## config.mk

```make
export PLATFORM = sky130hd
export DESIGN_NAME = ntt_bfu_sched_flat
export DESIGN_NICKNAME = d
export VERILOG_FILES = /design/src/rtl/ntt_bfu_sched_if.sv /design/src/rtl/ntt_bfu_sched.sv /design/src/flat_wrapper.sv
export SDC_FILE = /design/constraint.sdc
export NUM_CORES = 1
export LEC_CHECK = 0
export ABC_CLOCK_PERIOD_IN_PS = 7700
export CAP_MARGIN = 20
export CORE_AREA = 4 4 101 103
export CTS_CLUSTER_SIZE = 20
export DETAILED_ROUTE_END_ITERATION = 6
export DIE_AREA = 0 0 105 107
export PLACE_DENSITY = 0.79
export SYNTH_ARGS = -nofsm -noshare
export SYNTH_HDL_FRONTEND = slang
export SYNTH_SLANG_ARGS = --single-unit
```

## constraint.sdc

```tcl
create_clock -name clk -period 7.7 [get_ports clk]
set_clock_uncertainty 0.05 [all_clocks]
set_input_delay 2.31 -clock clk [delete_from_list [all_inputs] [get_ports clk]]
set_output_delay 2.31 -clock clk [all_outputs]
set_load 0.02 [all_outputs]
```

## src/rtl/ntt_bfu_sched_if.sv

```systemverilog
// ntt_bfu_sched_if: bundle between the NTT stage sequencer and its
// surroundings (controller handshake, coefficient RAM / twiddle ROM read
// side, BFU mode select, coefficient RAM write side).
//   master : controller/memory side (drives start/mode, observes the rest)
//   slave  : the sequencer (receives start/mode, drives addresses/strobes)
interface ntt_bfu_sched_if #(
    parameter int LOGN = 8
);
    logic            start;
    logic            mode;
    logic            busy;
    logic            done;
    logic            rd_en;
    logic [LOGN-1:0] rd_addr_a;
    logic [LOGN-1:0] rd_addr_b;
    logic [LOGN:0]   tw_addr;
    logic            bfu_sel;
    logic            wr_en;
    logic [LOGN-1:0] wr_addr_a;
    logic [LOGN-1:0] wr_addr_b;

    modport master (
        output start, mode,
        input  busy, done, rd_en, rd_addr_a, rd_addr_b, tw_addr,
        input  bfu_sel, wr_en, wr_addr_a, wr_addr_b
    );

    modport slave (
        input  start, mode,
        output busy, done, rd_en, rd_addr_a, rd_addr_b, tw_addr,
        output bfu_sel, wr_en, wr_addr_a, wr_addr_b
    );
endinterface

```

## src/rtl/ntt_bfu_sched.sv

```systemverilog
// ntt_bfu_sched: stage/address sequencer for one NTT (CT, mode 0) or INTT
// (GS, mode 1) pass over a coefficient RAM through a single pipelined BFU.
// One butterfly is issued per cycle; results are written back in place
// L = RD_LAT + BFU_LAT cycles later. Each stage is followed by L drain
// cycles so the next stage never reads a location still in flight.
// Ports:
//   clk  - rising-edge clock
//   rst  - synchronous active-high reset (aborts a running transform)
//   bus  - slave side of ntt_bfu_sched_if: start/mode in; busy, done,
//          rd_en, rd_addr_a/b, tw_addr, bfu_sel, wr_en, wr_addr_a/b out
module ntt_bfu_sched #(
    parameter int LOGN    = 8,
    parameter int BFU_LAT = 4,
    parameter int RD_LAT  = 1
) (
    input  logic                clk,
    input  logic                rst,
    ntt_bfu_sched_if.slave      bus
);
    localparam int L  = RD_LAT + BFU_LAT;
    localparam int SW = (LOGN > 1) ? $clog2(LOGN) : 1;
    localparam int KW = LOGN - 1;
    localparam int DW = $clog2(L + 1);

    typedef enum logic [1:0] {IDLE, RUN, DRAIN, FIN} state_t;

    state_t          state_q, state_d;
    logic [SW-1:0]   s_q, s_d;
    logic [KW-1:0]   k_q, k_d;
    logic [DW-1:0]   dc_q, dc_d;
    logic            mode_q, mode_d;

    logic            rd_en;
    logic [LOGN-1:0] rd_a, rd_b, tw_idx;

    // write-back delay line: valid bit plus the address pair
    logic [L-1:0]             vld_pipe;
    logic [L-1:0][LOGN-1:0]   a_pipe, b_pipe;

    // ---------------- state register ----------------
    always_ff @(posedge clk) begin
        if (rst) begin
            state_q <= IDLE;
            s_q     <= '0;
            k_q     <= '0;
            dc_q    <= '0;
            mode_q  <= 1'b0;
        end else begin
            state_q <= state_d;
            s_q     <= s_d;
            k_q     <= k_d;
            dc_q    <= dc_d;
            mode_q  <= mode_d;
        end
    end

    // ---------------- next state ----------------
    always_comb begin
        state_d = state_q;
        s_d     = s_q;
        k_d     = k_q;
        dc_d    = dc_q;
        mode_d  = mode_q;
        unique case (state_q)
            IDLE: begin
                if (bus.start) begin
                    state_d = RUN;
                    s_d     = '0;
                    k_d     = '0;
                    dc_d    = '0;
                    mode_d  = bus.mode;
                end
            end
            RUN: begin
                if (k_q == '1) begin
                    state_d = DRAIN;
                    k_d     = '0;
                    dc_d    = '0;
                end else begin
                    k_d = k_q + 1'b1;
                end
            end
            DRAIN: begin
                if (dc_q == DW'(L - 1)) begin
                    dc_d = '0;
                    k_d  = '0;
                    if (s_q == SW'(LOGN - 1)) begin
                        state_d = FIN;
                    end else begin
                        state_d = RUN;
                        s_d     = s_q + 1'b1;
                    end
                end else begin
                    dc_d = dc_q + 1'b1;
                end
            end
            FIN: state_d = IDLE;
            default: state_d = IDLE;
        endcase
    end

    // ---------------- issue address generation ----------------
    // Both modes reduce to one form in sh = log2(half):
    //   CT : sh = LOGN-1-s,  GS : sh = s
    //   a  = (grp << (sh+1)) | off,  b = a + (1 << sh)
    //   tw = (1 << (LOGN-1-sh)) + grp
    always_comb begin
        logic [SW-1:0]   sh;
        logic [LOGN-1:0] kx, grp, off, mask, a, b, tw;
        sh     = mode_q ? s_q : (SW'(LOGN - 1) - s_q);
        kx     = {1'b0, k_q};
        grp    = kx >> sh;
        mask   = (LOGN'(1) << sh) - LOGN'(1);
        off    = kx & mask;
        a      = ((grp << sh) << 1) | off;
        b      = a + (LOGN'(1) << sh);
        tw     = (LOGN'(1) << (SW'(LOGN - 1) - sh)) + grp;
        rd_en  = (state_q == RUN);
        rd_a   = rd_en ? a  : '0;
        rd_b   = rd_en ? b  : '0;
        tw_idx = rd_en ? tw : '0;
    end

    // ---------------- write-back delay ----------------
    always_ff @(posedge clk) begin
        if (rst) begin
            vld_pipe <= '0;
            a_pipe   <= '0;
            b_pipe   <= '0;
        end else begin
            vld_pipe[0] <= rd_en;
            a_pipe[0]   <= rd_a;
            b_pipe[0]   <= rd_b;
            for (int i = 1; i < L; i++) begin
                vld_pipe[i] <= vld_pipe[i-1];
                a_pipe[i]   <= a_pipe[i-1];
                b_pipe[i]   <= b_pipe[i-1];
            end
        end
    end

    // ---------------- outputs ----------------
    assign bus.busy      = (state_q == RUN) || (state_q == DRAIN);
    assign bus.done      = (state_q == FIN);
    assign bus.rd_en     = rd_en;
    assign bus.rd_addr_a = rd_a;
    assign bus.rd_addr_b = rd_b;
    assign bus.tw_addr   = rd_en ? {mode_q, tw_idx} : '0;
    // BFU operands arrive RD_LAT cycles after the read strobe
    assign bus.bfu_sel   = mode_q & vld_pipe[RD_LAT-1];
    assign bus.wr_en     = vld_pipe[L-1];
    assign bus.wr_addr_a = a_pipe[L-1];
    assign bus.wr_addr_b = b_pipe[L-1];
endmodule

```

## src/flat_wrapper.sv

```systemverilog
// flat-port wrapper written by rule: the top's interface ports become plain ports
module ntt_bfu_sched_flat 
#(
    parameter int LOGN    = 8,
    parameter int BFU_LAT = 4,
    parameter int RD_LAT  = 1
)
  (clk, rst, bus_start, bus_mode, bus_busy, bus_done, bus_rd_en, bus_rd_addr_a, bus_rd_addr_b, bus_tw_addr, bus_bfu_sel, bus_wr_en, bus_wr_addr_a, bus_wr_addr_b);
  ntt_bfu_sched_if #(.LOGN(LOGN)) bus_i ();
  input  logic clk;
  input  logic rst;
  input wire logic [$bits(bus_i.start)-1:0] bus_start;
  input wire logic [$bits(bus_i.mode)-1:0] bus_mode;
  output wire logic [$bits(bus_i.busy)-1:0] bus_busy;
  output wire logic [$bits(bus_i.done)-1:0] bus_done;
  output wire logic [$bits(bus_i.rd_en)-1:0] bus_rd_en;
  output wire logic [$bits(bus_i.rd_addr_a)-1:0] bus_rd_addr_a;
  output wire logic [$bits(bus_i.rd_addr_b)-1:0] bus_rd_addr_b;
  output wire logic [$bits(bus_i.tw_addr)-1:0] bus_tw_addr;
  output wire logic [$bits(bus_i.bfu_sel)-1:0] bus_bfu_sel;
  output wire logic [$bits(bus_i.wr_en)-1:0] bus_wr_en;
  output wire logic [$bits(bus_i.wr_addr_a)-1:0] bus_wr_addr_a;
  output wire logic [$bits(bus_i.wr_addr_b)-1:0] bus_wr_addr_b;
  assign bus_i.start = bus_start;
  assign bus_i.mode = bus_mode;
  assign bus_busy = bus_i.busy;
  assign bus_done = bus_i.done;
  assign bus_rd_en = bus_i.rd_en;
  assign bus_rd_addr_a = bus_i.rd_addr_a;
  assign bus_rd_addr_b = bus_i.rd_addr_b;
  assign bus_tw_addr = bus_i.tw_addr;
  assign bus_bfu_sel = bus_i.bfu_sel;
  assign bus_wr_en = bus_i.wr_en;
  assign bus_wr_addr_a = bus_i.wr_addr_a;
  assign bus_wr_addr_b = bus_i.wr_addr_b;
  ntt_bfu_sched #(.LOGN(LOGN), .BFU_LAT(BFU_LAT), .RD_LAT(RD_LAT)) u_core (.clk(clk), .rst(rst), .bus(bus_i));
endmodule
```

# Word-level counts from Yosys, hierarchy flattened
# Cells that the tools add are included.
# W data, S select, Z words.
[word_totals]
reg_bits = 101
output_inout_bits = 46
elab_cells = 70
[classes]
n_addsub = 8
n_eq_ne = 10
shifts = 4
mux = 20
bitwise_logic = 3
reduce_logical = 9
[op_table]
columns = ["cell", "n"]
rows = [
  ["$mux W7", 3],
  ["$pmux W7 S3", 1],
  ["$mux W3", 6],
  ["$add A8 B8 Y8", 2],
  ["$mux W8", 2],
  ["$shl A1 B3 Y8 const A", 2],
  ["$mux W9", 1],
  ["$pmux W3 S3", 1],
  ["$reduce_and A3 Y1", 3],
  ["$and A7 B8 Y8", 1],
  ["$mux W2", 4],
  ["$or A8 B8 Y8", 1],
  ["$pmux W2 S4", 1],
  ["$shl A8 B3 Y7", 1],
  ["$shr A7 B3 Y8", 1],
  ["$sub A8 B2 Y8 const B", 1],
  ["$add A7 B1 Y7 const B", 1],
  ["$eq A7 B7 Y1 const B", 1],
  ["$add A3 B1 Y3 const B", 2],
  ["$eq A3 B3 Y1 const B", 2],
  ["$ne A2 B2 Y1 const B", 3],
  ["$pmux W3 S2", 1],
  ["$sub A3 B3 Y3 const A", 2],
  ["$eq A2 B2 Y1 const B", 2],
  ["9 further kinds", 9],
]

# Depth between registers and ports, before layout
# Gate-level depths: netlist of the first run.
[depth]
depth_word = 8
mapped_depth = 15
depth_no_buf = 13

# Worst setup path before layout of the first run
# No wires, ideal clock.
[synth_timing]
kind = "flip-flop to output port"
from = "reg u_core.s_q[2]"
to = "out bus_rd_addr_b[6]"
arrival_ns = 3.041
t_required_ns = 5.340
slack_ns = 2.299
path_stages_with_launch = 15
n_path_buf = 3
path_cell_list = "dfxtp_1 -> buf_4 -> buf_2 -> buf_2 -> a31o_2 -> a21oi_1 -> a211oi_1 -> inv_1 -> fa_1 -> nor2b_1 -> o21ai_0 -> a21oi_1 -> o21ai_0 -> nor3b_1 -> nor3_1"
[synth_via]
elab_chain_cells = 8
word_cells_on_any_way = 10
cone_classes = "add/sub (3); shift (3); mux (2); bitwise (2)"
[synth_rtl]
columns = ["element", "line", "text"]
rows = [
  ["start: declaration", "ntt_bfu_sched.sv:28", "logic [SW-1:0] s_q, s_d;"],
  ["start signal: assignment", "ntt_bfu_sched.sv:44", "s_q <= '0;"],
  ["start signal: assignment", "ntt_bfu_sched.sv:50", "s_q <= s_d;"],
  ["$sub A3 B3 Y3", "ntt_bfu_sched.sv:110", "sh = mode_q ? s_q : (SW'(LOGN - 1) - s_q);"],
  ["$mux W3 (*)", "ntt_bfu_sched.sv:110", ""],
  ["$shl A1 B3 Y8", "ntt_bfu_sched.sv:113, ntt_bfu_sched.sv:116", ""],
  ["$sub A8 B2 Y8", "ntt_bfu_sched.sv:113", "mask = (LOGN'(1) << sh) - LOGN'(1);"],
  ["$and A7 B8 Y8", "ntt_bfu_sched.sv:114", "off = kx & mask;"],
  ["$or A8 B8 Y8", "ntt_bfu_sched.sv:115", "a = ((grp << sh) << 1) | off;"],
  ["$add A8 B8 Y8 (*)", "ntt_bfu_sched.sv:116", "b = a + (LOGN'(1) << sh);"],
  ["$mux W8 (*)", "ntt_bfu_sched.sv:120", "rd_b = rd_en ? b : '0;"],
  ["end: declaration", "flat_wrapper.sv:18", "output wire logic [$bits(bus_i.rd_addr_b)-1:0] bus_rd_addr_b;"],
]
# Mark *: on every way between the ends. The rest lies on a longest branch, timed or not.

# Worst setup path in the final report of the first run
[layout_timing]
from = "reg u_core.s_q[1]"
to = "out bus_rd_addr_b[7]"
# The elaborated chain is that of the path after synthesis.

==> results of run 1 <==
## layout by cell type, fill, tap and decap left out, types with 5 or more instances in the layout
| master | count |
|---|---|
| mux2i_1 | 7 |
| a211oi_1 | 5 |
| clkbuf_8 | 9 |
| dfxtp_1 | 101 |
| xor2_1 | 7 |
| nand4_1 | 5 |
| nor3_1 | 13 |
| o21ai_1 | 11 |
| o21ai_0 | 11 |
| a21oi_1 | 36 |
| nand3b_1 | 7 |
| o211ai_1 | 6 |
| clkdlybuf4s50_1 | 48 |
| inv_1 | 15 |
| nand2b_1 | 14 |
| nand2_1 | 34 |
| nor2_1 | 51 |
| and2_1 | 11 |
| buf_4 | 5 |
| a21o_1 | 6 |
| ha_1 | 21 |
| o221ai_1 | 5 |
| nor2b_1 | 82 |
## metal layers
layer  GRT usage (%)  vias up
li1                -     1972
met4            12.0        0
met5               0        -
met3            4.21       29
met2            33.8      151
met1            26.3     1897
## sequential cells by signal, summed over array words and instances (netlist names)
| name | flops |
|---|---|
| u_core.a_pipe | 32 |
| u_core.b_pipe | 32 |
| u_core.bus.wr_addr_a | 8 |
| u_core.bus.wr_addr_b | 8 |
| u_core.dc_q | 3 |
| u_core.k_q | 7 |
| u_core.mode_q | 1 |
| u_core.s_q | 3 |
| u_core.state_q | 2 |
| u_core.vld_pipe | 5 |
## per-stage QoR
| step | std cells | power, W | area [sq um] | hold WS, ns | setup slack, ns |
|---|---|---|---|---|---|
| after global placement | 691 | 0.000910 | 5410 | 0.365 | 1.07 |
| after global routing | 707 | 0.00136 | 5660 | 0.402 | 0.193 |
| after floorplan | 576 | 0.000814 | 5040 | 0.364 | 2.30 |
| after CTS | 706 | 0.00129 | 5640 | 0.387 | 0.507 |
| final | 707 | 0.00129 | 5660 | 0.382 | 0.589 |
| after detailed placement | 691 | 0.000919 | 5410 | 0.372 | 0.939 |
## cell families (layout without fill, tap and decap cells)
family          count (synthesis)  in the layout  share of synthesized area (%)
other cells                     1              1                         0.0744
xor+xnor                       12             12                           2.46
buf+inv                        67             87                           7.05
simple gates                  246            246                           26.6
mux                             8              8                           1.61
compound gates                118            118                           16.2
flops                         101            101                           40.1
fa+ha+maj                      23             23                           6.00
## layout make-up
class | count | share of cell area [%]
clock buffer | 9 | 2.19
sequential | 101 | 35.8
timing repair buffer | 55 | 9.51
clock inverter | 6 | 1.81
tap | 111 | 2.46
inverter | 17 | 1.13
multi-input combinational | 408 | 47.1
## power by group through the flow
stage	combinational, W	clock (W)	sequential (W)
2_1_floorplan	0.000251	0	0.000564
3_3_place_gp	0.000330	0	0.000580
3_5_place_dp	0.000337	0	0.000582
4_1_cts	0.000340	0.000385	0.000570
5_1_grt	0.000387	0.000408	0.000570
6_report	0.000347	0.000373	0.000566
## final timing paths
kind,to,slack (ns),cells after the start
setup / recovery,bus_rd_addr_b[7],0.59,15
hold / removal,u_core.a_pipe[12],0.38,1
setup reg to reg,u_core.b_pipe[7],3.62,14
hold reg to reg,u_core.a_pipe[12],0.38,1
## worst reg2reg max path: cells and delay by family (launching register included)
family / cells / cell delay [ns]
buffers and inverters: 2 / 0.43
AND/OR/NAND/NOR: 5 / 0.56
flip-flops: 1 / 0.90
AO/OA/AOI/OAI: 6 / 1.69
adder cells (fa/ha/maj): 1 / 0.32
==> results.ini, run 1 <==
[outcome]
status = finished, final reports clean

[clock_network]
postCtsSetupBuffers = 0
cts_root_buf = clkbuf_8
clock_sinks = 101
clkSlewWorstSetupHoldPaths_ns = 0.10
cts_tree = yes
postCtsHoldBufs = 0
cts_resized = 0
cts_buffers = 9
clock_latency_ns = 0.36
htreeDepth = 3
cts_buffer_depth = 2

[pwr]
pwr_density_cell_nw_per_um2 = 227
leakagePower_nw = 2.16
p_sw_w = 0.000426
p_int_w = 0.000860
netSwitchingFraction_pct = 33.1
pwr-share-clk_pct = 29.0
combPwrFrac_pct = 27.0
peakVddDrop_mv = 0.204
p_seq_share_pct = 44.0

[critical_path]
end_kind = output port
rr_startpoint = u_core.s_q[1]
path_buf_inv = 3
critPathMaxStageDelay_ns = 0.90
cp_data_required_time_ns = 5.34
start_kind = register
path_delay_family = compound AO/OA/AOI/OAI gates
path_max_fanout = 26
path_cells = buf_4, and4bb_1, a311oi_2, a221o_2, nor2_2, a2111oi_4, inv_1, ha_1, nand2_1, o211ai_1, a21bo_2, and2_1, nand2_1, o21ai_1, clkdlybuf4s50_1
slowest_stage = dfxtp_1
cp.arrival_ns = 4.75
crit_type = register to output port
cp-startpoint = u_core.s_q[1]
crit_top_cell = nand2_1

[layout]
final_nets = 619
drive_gt1_share_pct = 6.54
diodes = 0
area_delta_synth_final_pct = 12.1
fillCellCount = 804
seqCellArea_sq_um = 2020
final_core_util_pct = 61.5
multi_input_area_sq_um = 2670

[die]
die_w_um = 105
die-area_sq_um = 11200
start_util_pct = 54.8
num_rows = 35
core_area_sq_um = 9200
ios = 50
dieHeight_um = 107

[synthesis]
syn_area_sq_um = 5040
syn_inst = 576
syn_area_per_cell_sq_um = 8.76
synth_warnings = 0
syn_nets = 603
synth-edff-count = 0
ys_top_cells_by_count = 101 x dfxtp_1, 82 x nor2b_1, 51 x nor2_1
ys_ff_latch = 101
synth-seq-area-share_pct = 40.1
yosysTopAreaCellShare_pct = 40.1
synthTopCellsByArea = dfxtp_1 40%, nor2b_1 10%, ha_1 5.2%, nor2_1 3.8%, a21oi_1 3.6%
synth_most_common_cell = dfxtp_1
ys.flop_type = dfxtp_1
synthDistinctLibCells = 71
async_flop_share_pct = 0
yosysTopAreaCell = dfxtp_1

[sta]
tightest_slew_ns = 0.866
setup_viol_count_final = 0
finalSetupTns_ns = 0
min_period_ns = 7.11
hold_violations = 0
fmax_ghz = 0.141
finalMaxSlewViolations = 0
slew_headroom_pct = 42.2
rsz0062_at_grt = no
timing.final.crit_share_pct = 92.3

[run]
drv_cap = 0

[drt]
vias_per_cell = 5.73
met2_length_mm = 5.39
routed-via-count = 4049
detail_route.wirelength.met1_mm = 4.87
drc = 0
wirelength_mm = 11.4
drt-pass1-iter-count = 5
routed-wl-met3_um = 678
drt_iter0_markers = 347
top_layer_used = met4
ant_nets = 0
wl_per_cell_um = 16.1

[grt]
grt_max_degree = 47
grt_pass1_vias = 3825
grtUsageTotal_pct = 21.0
grt_remaining_overflow = 0
antenna_found_initial = 0
grt_pass1_wl_mm = 19.0

[placed_design]
port_buffers = 49
gp_congestion = 0.968
dp_hpwl_mm = 8.22

[hold_path]
hold_class = register to register
worstHoldStart = u_core.a_pipe[4]

Power figures use the tool's default switching activity.
==> run 2, diff against run 1 <==
ABC_CLOCK_PERIOD_IN_PS = 7050   (was 7700)
SKIP_CTS_REPAIR_TIMING = 1   (was default)
clock period = 7.05 ns   (was 7.7 ns; I/O delays follow)
==> results.ini, run 2 (synthesis results as in run 1) <==
[clock_network]
clkSlewWorstSetupHoldPaths_ns = 0.09
htreeDepth = 3
cts_buffers = 9
clock_latency_ns = 0.34
clock_sinks = 101
cts_tree = yes
cts_buffer_depth = 2
cts_root_buf = clkbuf_8

[sta]
tightest_slew_ns = 0.755
fmax_ghz = 0.148
slew_headroom_pct = 49.6
fin_ws_ns = 0.306
finalSetupTns_ns = 0
setup_viol_count_final = 0
rsz0062_at_grt = no
min_period_ns = 6.74
hold_violations = 0
finalMaxSlewViolations = 0
timing.final.crit_share_pct = 95.7

[placed_design]
placed_cell_area_sq_um = 5450
dp_hpwl_mm = 8.06
gp_congestion = 0.982
numPlacedInstances = 696
pre_cts_slack_ns = 0.733
port_buffers = 49

[layout]
area_delta_synth_final_pct = 12.1
layout.cells.most_common_list = 100 x dfxtp_1, 82 x nor2b_1, 51 x nor2_1
final-instance-count-excl-fill = 712
drive_gt1_share_pct = 7.49
final_nets = 623
diodes = 0
reg_top3 = u_core.a_pipe (32), u_core.b_pipe (32)
final_common_cell = dfxtp_1
fin_area_sq_um = 5660
fillCellCount = 795

[die]
num_rows = 35
core_area_sq_um = 9200
start_util_pct = 54.8
die_w_um = 105
ios = 50
dieHeight_um = 107
die-area_sq_um = 11200

[drt]
wirelength_mm = 11.0
routed-via-count = 4039
drt-pass1-iter-count = 5
wl_per_cell_um = 15.4
drc = 0
drt_iter0_markers = 187
vias_per_cell = 5.67
ant_nets = 0

[critical_path]
cp.arrival_ns = 4.58
reg2reg_depth = 13
reg2reg_to = u_core.b_pipe[7]
crit_type = register to output port
cp-startpoint = u_core.s_q[2]
end_kind = output port
r2r_setup_slack_ns = 3.47
path_max_fanout = 24
cp_data_required_time_ns = 4.89
endpoint = bus_rd_addr_b[7]
rr_startpoint = u_core.s_q[2]
start_kind = register

[run]
drv_cap = 0

[grt]
grt_remaining_overflow = 0
grt_pass1_wl_mm = 18.5
grtUsageTotal_pct = 20.0
grt_max_degree = 54
gr-usage-met2_pct = 34.4
antenna_found_initial = 0
grtUsageMet3_pct = 3.91
gr-max-usage-layer = met2
grt_util_met1_pct = 24.5
grt_pass1_vias = 3906

[pwr]
p_sw_w = 0.000449
p_int_w = 0.000905
pwr_density_cell_nw_per_um2 = 239
leakagePower_nw = 2.17
netSwitchingFraction_pct = 33.2
pwr-share-clk_pct = 26.5
combPwrFrac_pct = 28.3
peakVddDrop_mv = 0.194
p_seq_share_pct = 45.2

[outcome]
status = finished, final reports clean

[hold_path]
hold_class = register to register

run 2: changes by cell type in the layout (fill, tap and decap cells not counted), sizes merged:
| cell | before | now |
|---|---|---|
| buf | 7 | 11 |
| bufinv | 2 | 1 |
| clkinvlp | 0 | 2 |
run 2: stage by stage:
stage	hold WS, ns	total power [W]	utilization [%]
floorplan	0.364	0.000890	-
global placement	0.365	0.00100	59.3
detailed placement	0.370	0.00101	59.3
CTS	0.383	0.00137	61.5
global route	0.392	0.00144	61.5
finish	0.383	0.00135	61.5
run 2: per-layer routing:
layer | routed length [um] | share of wire (%) | up-vias
li1 | - | - | 1981
met1 | 4750 | 43 | 1890
met2 | 5250 | 48 | 137
met3 | 604 | 5.5 | 31
met4 | 363 | 3.3 | 0
met5 | 0 | 0 | -
run 2: layout make-up:
class / count / area [sq um] / area share, %
clock buffers: 9 / 124 / 2.19
repair buffers: 59 / 561 / 9.91
well taps: 111 / 139 / 2.46
flip-flops and latches: 101 / 2020 / 35.8
inverters: 17 / 63.8 / 1.13
clock inverters: 7 / 78.8 / 1.39
multi-input cells: 408 / 2670 / 47.1
run 2: critical path, stage by stage, from the launching register on:
cell	delay (ns)
dfxtp_1	0.82
or3b_2	0.53
o221ai_1	0.22
a221o_2	0.20
nor2_2	0.05
a2111oi_4	0.40
inv_1	0.09
ha_1	0.22
nor3_1	0.19
o211ai_1	0.15
a21bo_2	0.23
a21oi_1	0.17
o21ai_0	0.13
o21ai_1	0.16
clkdlybuf4s50_1	0.65
run 2: power by group through the flow:
stage          registers, W  clock network [W]  logic [W]
2_1_floorplan      0.000616                  0   0.000274
3_3_place_gp       0.000624                  0   0.000377
3_5_place_dp       0.000625                  0   0.000381
4_1_cts            0.000612           0.000373   0.000383
5_1_grt            0.000616           0.000396   0.000426
6_report           0.000612           0.000359   0.000383
run 2: worst min-delay path by stage:
| stage | start | to | slack (ns) | depth (start not counted) |
|---|---|---|---|---|
| after floorplan | u_core.a_pipe[2] | u_core.a_pipe[10] | 0.36 | 1 |
| after global placement | u_core.b_pipe[17] | u_core.b_pipe[25] | 0.37 | 1 |
| after detailed placement | u_core.vld_pipe[2] | u_core.vld_pipe[3] | 0.37 | 1 |
| after CTS | u_core.vld_pipe[2] | u_core.vld_pipe[3] | 0.38 | 1 |
| after global routing | u_core.a_pipe[0] | u_core.a_pipe[8] | 0.39 | 1 |
| final | u_core.vld_pipe[2] | u_core.vld_pipe[3] | 0.38 | 1 |
==> run 3, diff against run 2 <==
CELL_PAD_IN_SITES_DETAIL_PLACEMENT = 0   (was default)
CELL_PAD_IN_SITES_GLOBAL_PLACEMENT = 1   (was default)
CORE_AREA = 4 4 114 116   (was 4 4 101 103)
DIE_AREA = 0 0 118 120   (was 0 0 105 107)
HOLD_SLACK_MARGIN = 0.05   (was default)
PLACE_DENSITY = 0.8   (was 0.79)
==> results.ini, run 3 (synthesis results as in run 1) <==
[sta]
slew_headroom_pct = 47.3
fmax_ghz = 0.149
finalSetupTns_ns = 0
setup_viol_count_final = 0
fin_hold_ws_ns = 0.379
hold_violations = 0
rsz0062_at_grt = no
fin_ws_ns = 0.319
finalMaxSlewViolations = 0
tightest_slew_ns = 0.791
timing.final.crit_share_pct = 95.5
min_period_ns = 6.73

[pwr]
peakVddDrop_mv = 0.169
pwr_density_cell_nw_per_um2 = 253
leakagePower_nw = 2.22

[critical_path]
start_kind = register
path_cells = buf_4, and4bb_1, a311oi_2, a221o_2, nor2_2, a2111oi_4, inv_1, ha_1, nand2_1, o211ai_1, a21bo_2, and2_1, nand2_1, o21ai_1, clkdlybuf4s50_1
cp_data_required_time_ns = 4.89
critPathMaxStageDelay_ns = 0.76
crit_type = register to output port
cp.arrival_ns = 4.57
path_max_fanout = 19
crit_top_cell = nand2_1
rr_startpoint = u_core.s_q[1]
slowest_stage = dfxtp_1
reg2reg_to = u_core.b_pipe[7]
r2r_setup_slack_ns = 3.43
end_kind = output port
reg2reg_depth = 14

[layout]
drive_gt1_share_pct = 7.63
fillCellCount = 1169
final_nets = 625
reg_top3 = u_core.a_pipe (32), u_core.b_pipe (32)
seqCellArea_sq_um = 2020
layout.cells.most_common_list = 101 x dfxtp_1, 82 x nor2b_1, 51 x nor2_1
area_delta_synth_final_pct = 15.0
final-instance-count-excl-fill = 750
diodes = 0
multi_input_area_sq_um = 2670
final_common_cell = dfxtp_1

[drt]
drc = 0
wl_per_cell_um = 15.5
drt_iter0_markers = 371
routed-via-count = 4022
vias_per_cell = 5.36
ant_nets = 0
drt-pass1-iter-count = 5
wirelength_mm = 11.6

[grt]
grt_max_degree = 85
grt_remaining_overflow = 0
grtUsageTotal_pct = 16.4
antenna_found_initial = 0
grt_pass1_wl_mm = 19.0
grt_pass1_vias = 3756

[clock_network]
cts_buffers = 9
clock_sinks = 101
clock_latency_ns = 0.34
cts_root_buf = clkbuf_16
htreeDepth = 3
cts_tree = yes
clkSlewWorstSetupHoldPaths_ns = 0.07
cts_buffer_depth = 2

[run]
drv_cap = 0

[die]
core_area_sq_um = 11900
dieHeight_um = 120
num_rows = 40
die-area_sq_um = 14200
start_util_pct = 42.3
ios = 50
die_w_um = 118

[hold_path]
min_to = u_core.vld_pipe[4]
whs_path_depth = 1
worstHoldStart = u_core.vld_pipe[3]
hold_class = register to register

[placed_design]
port_buffers = 49
gp_congestion = 0.927
pre_cts_slack_ns = 0.726
numPlacedInstances = 734
dp_hpwl_mm = 8.52

[outcome]
status = finished, final reports clean

==> run 3: changes by cell type in the layout (fill, tap and decap cells not counted) <==
cell,delta
buf_4,+2
inv_6,+1
clkbuf_8,-8
bufinv_16,-1
clkinvlp_4,-1
dfxtp_1,+1
dfxtp_2,-1
clkbuf_16,+9
==> run 3: metal layers <==
layer  global-route usage (%)  part of all wire (%)
met4                     6.23                   3.1
met2                     27.9                    47
met3                     3.39                   5.7
met5                        0                     0
met1                     20.4                    44
==> run 3: cell type report <==
| cell class | count | area share, % |
|---|---|---|
| Clock buffer | 10 | 4.12 |
| Clock inverter | 6 | 0.863 |
| Inverter | 17 | 1.10 |
| Multi-Input combinational cell | 408 | 46.0 |
| Sequential cell | 101 | 34.9 |
| Tap cell | 147 | 3.17 |
| Timing Repair Buffer | 61 | 9.92 |
==> run 3: power by group <==
group / switching (W) / leakage [nW] / internal (W)
sequential: 0.0000219 / 0.815 / 0.000593
combinational: 0.000238 / 1.27 / 0.000145
clock: 0.000217 / 0.142 / 0.000255
total: 0.000476 / 2.22 / 0.000993
==> run 3: per-stage QoR <==
step	area [sq um]	total power [W]	util (%)
4_1_cts	5800	0.00148	48.7
6_report	5800	0.00147	48.7
5_1_grt	5800	0.00155	48.7
3_5_place_dp	5510	0.00101	46.3
2_1_floorplan	5040	0.000890	-
3_3_place_gp	5510	0.00101	46.3
==> run 3: how the worst max path moves through the flow <==
stage / slack (ns) / cells after the start / endpoint / startpoint
2_1_floorplan: 1.84 / 14 / bus_rd_addr_b[6] / u_core.s_q[2]
5_1_grt: 0.08 / 15 / bus_rd_addr_b[7] / u_core.mode_q
4_1_cts: 0.35 / 15 / bus_rd_addr_b[7] / u_core.s_q[1]
3_5_place_dp: 0.73 / 15 / bus_rd_addr_b[7] / u_core.s_q[1]
3_3_place_gp: 0.76 / 15 / bus_rd_addr_b[7] / u_core.s_q[1]
6_report: 0.32 / 15 / bus_rd_addr_b[7] / u_core.s_q[1]
==> run 3: worst max-delay path: cells and delay by family, from the launching register on <==
| family | cells | cell delay (ns) |
|---|---|---|
| AO/OA/AOI/OAI | 6 | 1.53 |
| buffers and inverters | 3 | 1.03 |
| flip-flops | 1 | 0.76 |
| AND/OR/NAND/NOR | 5 | 0.55 |
| adder cells (fa/ha/maj) | 1 | 0.33 |
